===== config.mk =====
export PLATFORM = sky130hd
export DESIGN_NAME = parity_tx_ctrl
export DESIGN_NICKNAME = d
export VERILOG_FILES = /design/src/rtl/parity_tx_ctrl.sv
export SDC_FILE = /design/constraint.sdc
export NUM_CORES = 1
export LEC_CHECK = 0
export CAP_MARGIN = 15
export CORE_MARGIN = 5
export CORE_UTILIZATION = 45
export DETAILED_ROUTE_END_ITERATION = 8
export GPL_ROUTABILITY_DRIVEN = 0
export PLACE_DENSITY_LB_ADDON = 0.15
export SYNTH_ARGS = -nofsm -noshare
export SYNTH_HDL_FRONTEND = slang
export SYNTH_SLANG_ARGS = --single-unit

===== constraint.sdc =====
create_clock -name clk -period 2.3 [get_ports clk]
set_input_delay 0.46 -clock clk [delete_from_list [all_inputs] [get_ports clk]]
set_output_delay 0.46 -clock clk [all_outputs]
set_load 0.01 [all_outputs]

===== src/rtl/parity_tx_ctrl.sv =====
// Purpose: serialises a DATA_W-bit word LSB first and appends one even-parity bit (XOR of all data bits).
// Latency: bit 0 is presented the cycle after accept; frame is DATA_W+1 beats; next accept DATA_W+2 cycles later at best.
// Backpressure: ser_ready=0 freezes the current bit; in_ready stays low for the whole frame (no queuing).
//
// Ports:
//   clk, rst_n            clock, asynchronous active-low reset
//   in_valid/in_ready     parallel word handshake, in_data sampled only at the accept edge
//   ser_out/ser_valid     serial bit and its qualifier, taken when ser_ready=1 at a rising edge
//   ser_last              current bit is the parity bit closing the frame
//   busy                  frame in progress (inverse of in_ready)
module parity_tx_ctrl #(
    parameter int DATA_W = 8
) (
    input  logic              clk,
    input  logic              rst_n,
    input  logic              in_valid,
    output logic              in_ready,
    input  logic [DATA_W-1:0] in_data,
    output logic              ser_out,
    output logic              ser_valid,
    input  logic              ser_ready,
    output logic              ser_last,
    output logic              busy
);

    localparam int              CNT_W    = (DATA_W > 1) ? $clog2(DATA_W) : 1;
    localparam logic [CNT_W-1:0] CNT_LAST = CNT_W'(DATA_W - 1);

    typedef enum logic [1:0] {
        IDLE   = 2'd0,
        SHIFT  = 2'd1,
        PARITY = 2'd2
    } state_t;

    state_t              state_q, state_d;
    logic [DATA_W-1:0]   shreg_q, shreg_d;
    logic [CNT_W-1:0]    cnt_q, cnt_d;
    logic                acc_q, acc_d;

    always_ff @(posedge clk or negedge rst_n) begin
        if (!rst_n) begin
            state_q <= IDLE;
            shreg_q <= '0;
            cnt_q   <= '0;
            acc_q   <= 1'b0;
        end else begin
            state_q <= state_d;
            shreg_q <= shreg_d;
            cnt_q   <= cnt_d;
            acc_q   <= acc_d;
        end
    end

    always_comb begin
        state_d = state_q;
        shreg_d = shreg_q;
        cnt_d   = cnt_q;
        acc_d   = acc_q;
        case (state_q)
            IDLE: begin
                if (in_valid) begin
                    shreg_d = in_data;
                    cnt_d   = '0;
                    acc_d   = 1'b0;
                    state_d = SHIFT;
                end
            end
            SHIFT: begin
                if (ser_ready) begin
                    acc_d   = acc_q ^ shreg_q[0];
                    shreg_d = shreg_q >> 1;
                    if (cnt_q == CNT_LAST) begin
                        // Counter parks at its last value so it never wraps.
                        state_d = PARITY;
                    end else begin
                        cnt_d = cnt_q + CNT_W'(1);
                    end
                end
            end
            PARITY: begin
                if (ser_ready) begin
                    state_d = IDLE;
                end
            end
            default: state_d = IDLE;
        endcase
    end

    // Outputs depend on registered state only; no input reaches an output combinationally.
    always_comb begin
        in_ready  = 1'b0;
        ser_valid = 1'b0;
        ser_last  = 1'b0;
        ser_out   = 1'b0;
        case (state_q)
            IDLE: begin
                in_ready = 1'b1;
            end
            SHIFT: begin
                ser_valid = 1'b1;
                ser_out   = shreg_q[0];
            end
            PARITY: begin
                ser_valid = 1'b1;
                ser_last  = 1'b1;
                ser_out   = acc_q;
            end
            default: begin
                in_ready = 1'b0;
            end
        endcase
        busy = ~in_ready;
    end

endmodule


After elaboration in Yosys (flattened, before gate mapping)
Cells that the tools add are included.
W data, S select, Z words.
{"block": "op_classes", "add_sub_neg": 1, "n_eq_ne": 8, "muxes": 19, "bitwise_logic": 2, "n_reduce_logical": 6}
{"operator": "$mux W8", "n": 2}
{"operator": "$pmux W8 S2", "n": 1}
{"operator": "$ne A2 B2 Y1 const B", "n": 5}
{"operator": "$mux W3", "n": 3}
{"operator": "$mux W2", "n": 4}
{"operator": "$reduce_and A4 Y1", "n": 2}
{"operator": "$pmux W2 S3", "n": 1}
{"operator": "$pmux W3 S2", "n": 1}
{"operator": "$mux W1", "n": 5}
{"operator": "$pmux W1 S2", "n": 2}
{"operator": "$add A3 B1 Y3 const B", "n": 1}
{"operator": "$eq A3 B3 Y1 const B", "n": 1}
{"operator": "$reduce_and A3 Y1", "n": 1}
{"operator": "$eq A2 B1 Y1 const B", "n": 1}
{"operator": "$eq A2 B2 Y1 const B", "n": 1}
{"operator": "$logic_not A2 Y1", "n": 1}
{"operator": "$reduce_bool A2 Y1", "n": 1}
{"operator": "$reduce_or A2 Y1", "n": 1}
{"operator": "$not A1 Y1", "n": 1}
{"operator": "$xor A1 B1 Y1", "n": 1}
{"block": "word_totals", "regBits": 14, "inputBits": 12, "output_inout_bits": 5, "word_cells": 40}

Depth between registers and ports, before layout
Gate-level depths: netlist (run 1).
{"block": "depth", "depth_word": 4, "ltp_mapped": 6, "mapped_depth_nobuf": 5}

Worst setup path before layout (run 1)
OpenSTA, ideal clock, no wires.
{"block": "synth_timing", "path_kind": "reg2reg", "startpoint": "register state_q[1]", "endpoint": "register cnt_q[0]", "setup_ns": 0.125, "t_arrival_ns": 1.641, "required_time_ns": 2.175, "setup_slack_ns": 0.534, "path_stages_with_launch": 7, "n_path_buf": 1, "period_less_slack_ns": 1.766, "cell_sequence": "dfrtp_1 -> inv_1 -> ha_1 -> buf_6 -> and2b_4 -> a2111oi_4 -> mux2_4"}
{"block": "synth_via", "elab_chain_len": 3, "word_cells_on_any_way": 8, "classes_between": "eq/ne (4); mux (1); reduce/logical (3)"}
{"element": "from (decl)", "line": "35", "source": "state_t state_q, state_d;"}
{"element": "from (signal assigned)", "line": "47", "source": "state_q <= state_d;"}
{"element": "$eq A2 B1 Y1 or $logic_not A2 Y1 (tied branches)", "line": "59", "source": "case (state_q)"}
{"element": "$ne A2 B2 Y1 (no line) or $reduce_bool A2 Y1 (tied branches)"}
{"element": "$reduce_and A4 Y1 (no line)"}
{"element": "to (signal assigned)", "line": "49", "source": "cnt_q <= cnt_d;"}
{"element": "to (decl)", "line": "37", "source": "logic [CNT_W-1:0] cnt_q, cnt_d;"}
Parallel ways exist; a longest one is shown, timed or not.
A chain may end at the register's enable or synchronous reset.

Final worst setup path (run 1)
{"block": "layout_timing", "startpoint": "register state_q[0]", "endpoint": "output port ser_out"}
{"block": "layout_via", "elab_chain_len": 2, "word_cells_on_any_way": 3, "classes_between": "eq/ne (2); mux (1)"}
{"element": "$eq A2 B2 Y1 or $eq A2 B1 Y1 (tied branches)", "line": "95", "source": "case (state_q)"}
{"element": "$pmux W1 S2 *", "line": "95"}
{"element": "to (decl)", "line": "19", "source": "output logic ser_out,"}
Mark *: on every way between the ends. The rest lies on a longest branch, timed or not.

==> flow_metrics.py, run 1 <==
metrics = {
    "floorplanning": {
        "floorplan.initialDensity": 0.479,
        "dieArea_sq_um": 2850,
        "die_y_um": 53.4,
        "die_width_um": 53.4,
        "design.core.area_sq_um": 1760,
        "rows": 15,
        "io_pins": 17,
    },
    "power_and_ir_drop": {
        "swShare": 0.349,
        "pwr_density_cell_nw_per_um2": 1330,
        "p_seq_frac": 0.297,
        "combPwrFrac": 0.582,
        "peakVddDrop_v": 0.000644,
        "total_power_uw": 1440,
        "p_leak_uw": 0.000466,
        "intPower_uw": 940,
        "switching_power_uw": 504,
        "power.share.clock": 0.121,
    },
    "timing": {
        "rsz0062_at_grt": "false",
        "finalSetupViolations": 0,
        "min_period_ns": 2.19,
        "maxSlewViolCount": 0,
        "fin_skew_ns": 0.00474,
        "fin_ws_ns": 0.108,
        "hold_viol_final": 0,
        "max_clock_freq_mhz": 456,
        "min_period_over_period": 0.953,
        "final.setup.tns_ns": 0,
        "worst_pin_slew_ns": 0.596,
        "maxSlewHeadroom": 0.601,
    },
    "global_route": {
        "antenna_found_initial": 0,
        "grt_pass1_vias": 598,
        "overflow": 0,
        "grtUsageTotal": 0.125,
        "grt_pass1_wl_um": 2530,
        "grt_max_degree": 15,
    },
    "yosys": {
        "seq_area_frac_synth": 0.414,
        "synth_edf_count": 0,
        "synthMostInstantiatedCell": "mux2_2",
        "avgSynthCellArea_sq_um": 12.4,
        "synth_top_family_by_area": "multiplexers",
        "yosysTopAreaCell": "dfrtp_1",
        "syn_nets": 86,
        "synth-xor-area-share": 0,
        "synth_compound_area_frac": 0.0888,
        "yosysUniqueCellTypes": 19,
        "yosysWarnings": 0,
        "yosys-top-cells-count": "mux2_2 (15), dfrtp_1 (14), inv_1 (7)",
        "synth_mux_area_frac": 0.265,
        "ys_ff_latch": 14,
        "synth_area_leaders": "dfrtp_1 (41%), mux2_2 (20%), ha_1 (8.9%), a2111oi_4 (6.5%), mux2i_1 (4.7%)",
        "yosysTopAreaCellShare": 0.414,
        "synth_adder_area_share": 0.0888,
        "async_flop_share": 1.00,
        "synthFlopType": "dfrtp_1",
        "netlist_area_sq_um": 846,
        "synthSimpleGateAreaFrac": 0.0947,
        "synthCells": 68,
    },
    "setup_path": {
        "crit_path_start": "state_q[0]$_DFFE_PN0P_",
        "critPathCaptureType": "primary output",
        "crit_required_ns": 1.84,
        "path_max_fanout": 3,
        "reg2reg_depth": 5,
        "cp-endpoint": "ser_out",
        "startpoint_type": "register",
        "criticalPathCategory": "register to primary output",
        "ff2ff_setup_slack_ns": 0.45,
        "r2r-start": "state_q[0]$_DFFE_PN0P_",
        "cp_data_arrival_time_ns": 1.73,
        "r2r-end": "cnt_q[0]$_DFFE_PN0P_",
    },
    "clock_tree": {
        "numCtsBuffers": 3,
        "cts_hold_buf": 0,
        "path_clk_slew_ns": 0.09,
        "clk_path_buf_depth": 2,
        "clockRootBuffer": "clkbuf_4",
        "cts_tree": "done",
        "cts_max_level": 1,
        "clk_latency_ns": 0.28,
        "cts_sinks": 14,
    },
    "drt": {
        "wl_per_cell_um": 12.9,
        "routed_wl_um": 1460,
        "vias_per_cell": 4.96,
        "first_pass_iters": 1,
        "ant_nets": 0,
        "remaining_drc_errors": 0,
        "drt_first_iter_violations": 0,
        "via_count": 560,
    },
    "placed_design": {
        "port_buffers": 16,
        "place_area_sq_um": 1040,
        "hpwl_um": 1180,
        "dpl_worst_slack_ns": 0.199,
    },
    "layout": {
        "design_area_sq_um": 1090,
        "fillers": 158,
        "drive_gt1_frac": 0.341,
        "area_growth_pct": 28.7,
        "antenna_cells": 0,
        "nets": 107,
    },
    "min_path": {
        "hold_path.class": "register to register",
        "min_from": "shreg_q[5]$_DFFE_PN0P_",
    },
    "flow_run": {
        "cap_violations": 0,
    },
    "run_status": {
        "status": "finished clean",
    },
}
[critical path: stages (launching register included)]
cell and delay [ns]:
dfrtp_1 0.44, inv_2 0.10, ha_2 0.20, a22oi_1 0.08, nor2b_1 0.10, clkdlybuf4s50_1 0.54
[registers in the layout (all words and copies together) (netlist names)]
signal / cells
acc_q: 1
shreg_q: 8
state_q: 2
cnt_q: 3
[cell type report]
class | count | area (sq um) | area share
Sequential cell | 14 | 350 | 0.322
Inverter | 7 | 26.3 | 0.0241
Timing Repair Buffer | 18 | 175 | 0.161
Multi-Input combinational cell | 45 | 469 | 0.431
Tap cell | 25 | 31.3 | 0.0287
Clock buffer | 4 | 36.3 | 0.0333
[power by group through the flow]
stage | Sequential (uW) | Combinational (uW) | Clock, uW
6_report | 429 | 841 | 174
3_3_place_gp | 422 | 819 | 0
3_5_place_dp | 429 | 836 | 0
2_1_floorplan | 408 | 625 | 0
4_1_cts | 424 | 840 | 180
5_1_grt | 445 | 916 | 193
[placed cells by master (no fill, tap or decap), types with 2 or more instances in the layout]
master	instances
a2111oi_4	2
buf_4	2
clkbuf_4	3
clkdlybuf4s50_1	16
dfrtp_1	14
ha_1	4
inv_1	6
mux2_2	15
mux2i_1	4
nand2_1	4
nand3_1	2
nor2b_1	4
[routing by layer]
layer / routed length, um / track usage / vias up
met4: 13 / 0.0638 / 0
met1: 668 / 0.143 / 274
li1: - / - / 272
met5: 0 / 0 / -
met3: 71 / 0.0394 / 2
met2: 704 / 0.204 / 12
[logic make-up after synthesis]
family | Yosys count
muxes | 20
and+or+nand+nor | 14
DFF | 14
buffers and inverters | 9
adders and majority gates | 6
AOI/OAI and AO/OA | 5
[how the worst min path moves through the flow]
stage | to | slack (ns) | depth (start not counted)
final | shreg_q[5]$_DFFE_PN0P_ | 0.51 | 1
after global routing | shreg_q[2]$_DFFE_PN0P_ | 0.53 | 1
after CTS | shreg_q[5]$_DFFE_PN0P_ | 0.51 | 1
after detailed placement | shreg_q[5]$_DFFE_PN0P_ | 0.49 | 1
after global placement | shreg_q[5]$_DFFE_PN0P_ | 0.48 | 1
after floorplan | acc_q$_DFFE_PN0P_ | 0.16 | 0
[metrics by stage]
stage / util / hold slack (ns) / instances
after detailed placement: 0.588 / 0.495 / 109
final: 0.617 / 0.508 / 113
after CTS: 0.609 / 0.514 / 113
after global placement: 0.588 / 0.484 / 109
after global routing: 0.617 / 0.526 / 113
after floorplan: - / 0.164 / 68
[what timing repair did]
action | 4_1_cts | 5_1_grt
buffers inserted | 0 | 0
gates resized for setup | 0 | 4
endpoints found under the hold margin | 0 | 0
endpoints found under the setup margin | 0 | 1
Note: power is estimated with default switching activity, not from simulation.
==> run 2: changes to the inputs <==
--- a/config.mk
+++ b/config.mk
@@ -6,7 +6,7 @@
 export NUM_CORES = 1
 export LEC_CHECK = 0
 export CAP_MARGIN = 15
-export CORE_MARGIN = 5
+export CORE_MARGIN = 2
 export CORE_UTILIZATION = 45
 export DETAILED_ROUTE_END_ITERATION = 8
 export GPL_ROUTABILITY_DRIVEN = 0
==> run 2 against run 1 <==
Net effect: largest cell class unchanged; sequential power is essentially flat; count of clock-buffer cells in the layout is the same; register-to-register slack lost 0.12 ns; maximum frequency grew 1.4%; critical path depth shrank 1; global-route usage grew 4.0 points; die area shrank 21%; highest routed layer unchanged; routed wire length grew 1.5%; final cell count shrank 0.88%; setup slack gained 0.031 ns; via count shrank 1.8%.
==> flow_metrics.py, run 2 (synthesized netlist as in run 1, its figures left out) <==
metrics = {
    "run_status": {
        "status": "finished clean",
    },
    "power_and_ir_drop": {
        "p_leak_uw": 0.000479,
        "pwr_density_cell_nw_per_um2": 1320,
        "peakVddDrop_v": 0.000867,
    },
    "clock_tree": {
        "clockRootBuffer": "clkbuf_4",
        "cts_tree": "done",
        "numCtsBuffers": 3,
        "cts_max_level": 1,
        "clk_latency_ns": 0.28,
        "clk_path_buf_depth": 2,
        "cts_resized": 0,
        "path_clk_slew_ns": 0.08,
        "cts_sinks": 14,
        "cts_hold_buf": 0,
        "cts_setup_buffers": 0,
    },
    "layout": {
        "drive_gt1_frac": 0.322,
        "fillers": 145,
        "final_cell_mix": "mux2_2 (15), clkdlybuf4s50_1 (15), dfrtp_1 (14)",
        "nets": 106,
        "design_area_sq_um": 1080,
        "largest_reg_flops": 8,
        "reg_top3": "shreg_q (8), cnt_q (3), state_q (2)",
        "area_growth_pct": 28.1,
        "antenna_cells": 0,
        "regMostFlops": "shreg_q",
        "final_util": 0.621,
        "layoutNonFillerInstCount": 112,
    },
    "global_route": {
        "grt_pass1_wl_um": 2460,
        "grtUsageTotal": 0.164,
        "antenna_found_initial": 0,
        "grt_pass1_vias": 546,
        "overflow": 0,
        "grt_max_degree": 15,
    },
    "timing": {
        "finalSetupViolations": 0,
        "maxSlewViolCount": 0,
        "min_period_over_period": 0.940,
        "max_clock_freq_mhz": 463,
        "maxSlewHeadroom": 0.588,
        "rsz0062_at_grt": "false",
        "fin_skew_ns": 0.000466,
        "hold_viol_final": 0,
        "worst_pin_slew_ns": 0.616,
        "final.setup.tns_ns": 0,
        "min_period_ns": 2.16,
    },
    "floorplanning": {
        "die_width_um": 47.4,
        "rows": 15,
        "io_pins": 17,
        "floorplan.initialDensity": 0.485,
        "design.core.area_sq_um": 1750,
        "dieArea_sq_um": 2240,
        "die_y_um": 47.4,
    },
    "setup_path": {
        "cp_data_arrival_time_ns": 1.70,
        "crit_top_cell": "inv_1",
        "crit_chain": "inv_1 > ha_1 > inv_1 > clkdlybuf4s50_1",
        "cp_slowest_cell": "clkdlybuf4s50_1",
        "critPathCaptureType": "primary output",
        "reg2reg_depth": 5,
        "r2r-end": "shreg_q[2]$_DFFE_PN0P_",
        "startpoint_type": "register",
        "cp-endpoint": "busy",
        "critical-path-max-stage-delay_ns": 0.54,
        "crit_required_ns": 1.84,
        "criticalPathCategory": "register to primary output",
        "ff2ff_setup_slack_ns": 0.33,
        "path_max_fanout": 5,
        "r2r-start": "state_q[1]$_DFFE_PN0P_",
        "crit_path_start": "state_q[0]$_DFFE_PN0P_",
    },
    "drt": {
        "via_count": 550,
        "routed_wl_um": 1480,
        "ant_nets": 0,
        "vias_per_cell": 4.91,
        "drt_first_iter_violations": 3,
        "remaining_drc_errors": 0,
        "wl_per_cell_um": 13.2,
        "first_pass_iters": 3,
    },
    "placed_design": {
        "port_buffers": 16,
        "place_area_sq_um": 1030,
        "place_inst": 108,
        "hpwl_um": 1200,
    },
    "min_path": {
        "min_from": "shreg_q[5]$_DFFE_PN0P_",
        "hold_path.class": "register to register",
    },
    "flow_run": {
        "cap_violations": 0,
    },
}
## run 2: changes by cell type in the layout (fill, tap and decap cells not counted)
cell	delta
buf_4	-1
clkdlybuf4s50_1	-1
dlymetal6s2s_1	+1
inv_1	+1
inv_2	-1
## run 2: worst min-delay path by stage
stage	depth (start not counted)	slack [ns]	endpoint
4_1_cts	1	0.52	shreg_q[5]$_DFFE_PN0P_
3_3_place_gp	1	0.49	shreg_q[1]$_DFFE_PN0P_
2_1_floorplan	0	0.16	acc_q$_DFFE_PN0P_
6_report	1	0.51	shreg_q[5]$_DFFE_PN0P_
5_1_grt	1	0.53	shreg_q[5]$_DFFE_PN0P_
3_5_place_dp	1	0.50	shreg_q[5]$_DFFE_PN0P_
## run 2: report_power, final
| part | total, uW | internal [uW] | leakage, uW | switching (uW) |
|---|---|---|---|---|
| Sequential | 430 | 359 | 0.000174 | 70.4 |
| Clock | 175 | 96.3 | 0.0000210 | 78.9 |
| Combinational | 830 | 472 | 0.000284 | 358 |
| Total | 1430 | 927 | 0.000479 | 507 |
## run 2: final cells by class
type                    instances  area [sq um]  share of cell area
multi-input cells              45           469               0.433
flip-flops and latches         14           350               0.323
repair buffers                 17           170               0.157
clock buffers                   4          36.3              0.0335
well taps                      25          31.3              0.0289
inverters                       7          26.3              0.0242
## run 2: per-stage QoR
stage,power (uW),hold slack (ns),setup WS [ns]
floorplan,1030,0.164,0.534
global placement,1240,0.486,0.232
detailed placement,1260,0.495,0.184
CTS,1440,0.515,0.0155
global route,1550,0.531,0.0554
finish,1430,0.506,0.138
## run 2: metal layers
metal / wire length, um / up-vias / global-route usage
met5: 0 / - / 0
met4: 11 / 0 / 0.0167
met3: 64 / 2 / 0.0692
met2: 728 / 10 / 0.273
met1: 675 / 262 / 0.207
li1: - / 276 / -
## run 2: critical path: cells and delay by family, from the launching register on
family                     cells  cell delay [ns]
DFF                            1             0.42
buffers and inverters          3             0.74
adders and majority gates      1             0.27
==> run 3: changes to the inputs <==
--- a/config.mk
+++ b/config.mk
@@ -8,6 +8,7 @@
 export CAP_MARGIN = 15
 export CORE_MARGIN = 2
 export CORE_UTILIZATION = 45
+export CTS_BUF_LIST = sky130_fd_sc_hd__clkbuf_4 sky130_fd_sc_hd__clkbuf_8
 export DETAILED_ROUTE_END_ITERATION = 8
 export GPL_ROUTABILITY_DRIVEN = 0
 export PLACE_DENSITY_LB_ADDON = 0.15
==> results of run 3 <==
Same layout as run 2: the final DEF is identical, and so are final timing and power.
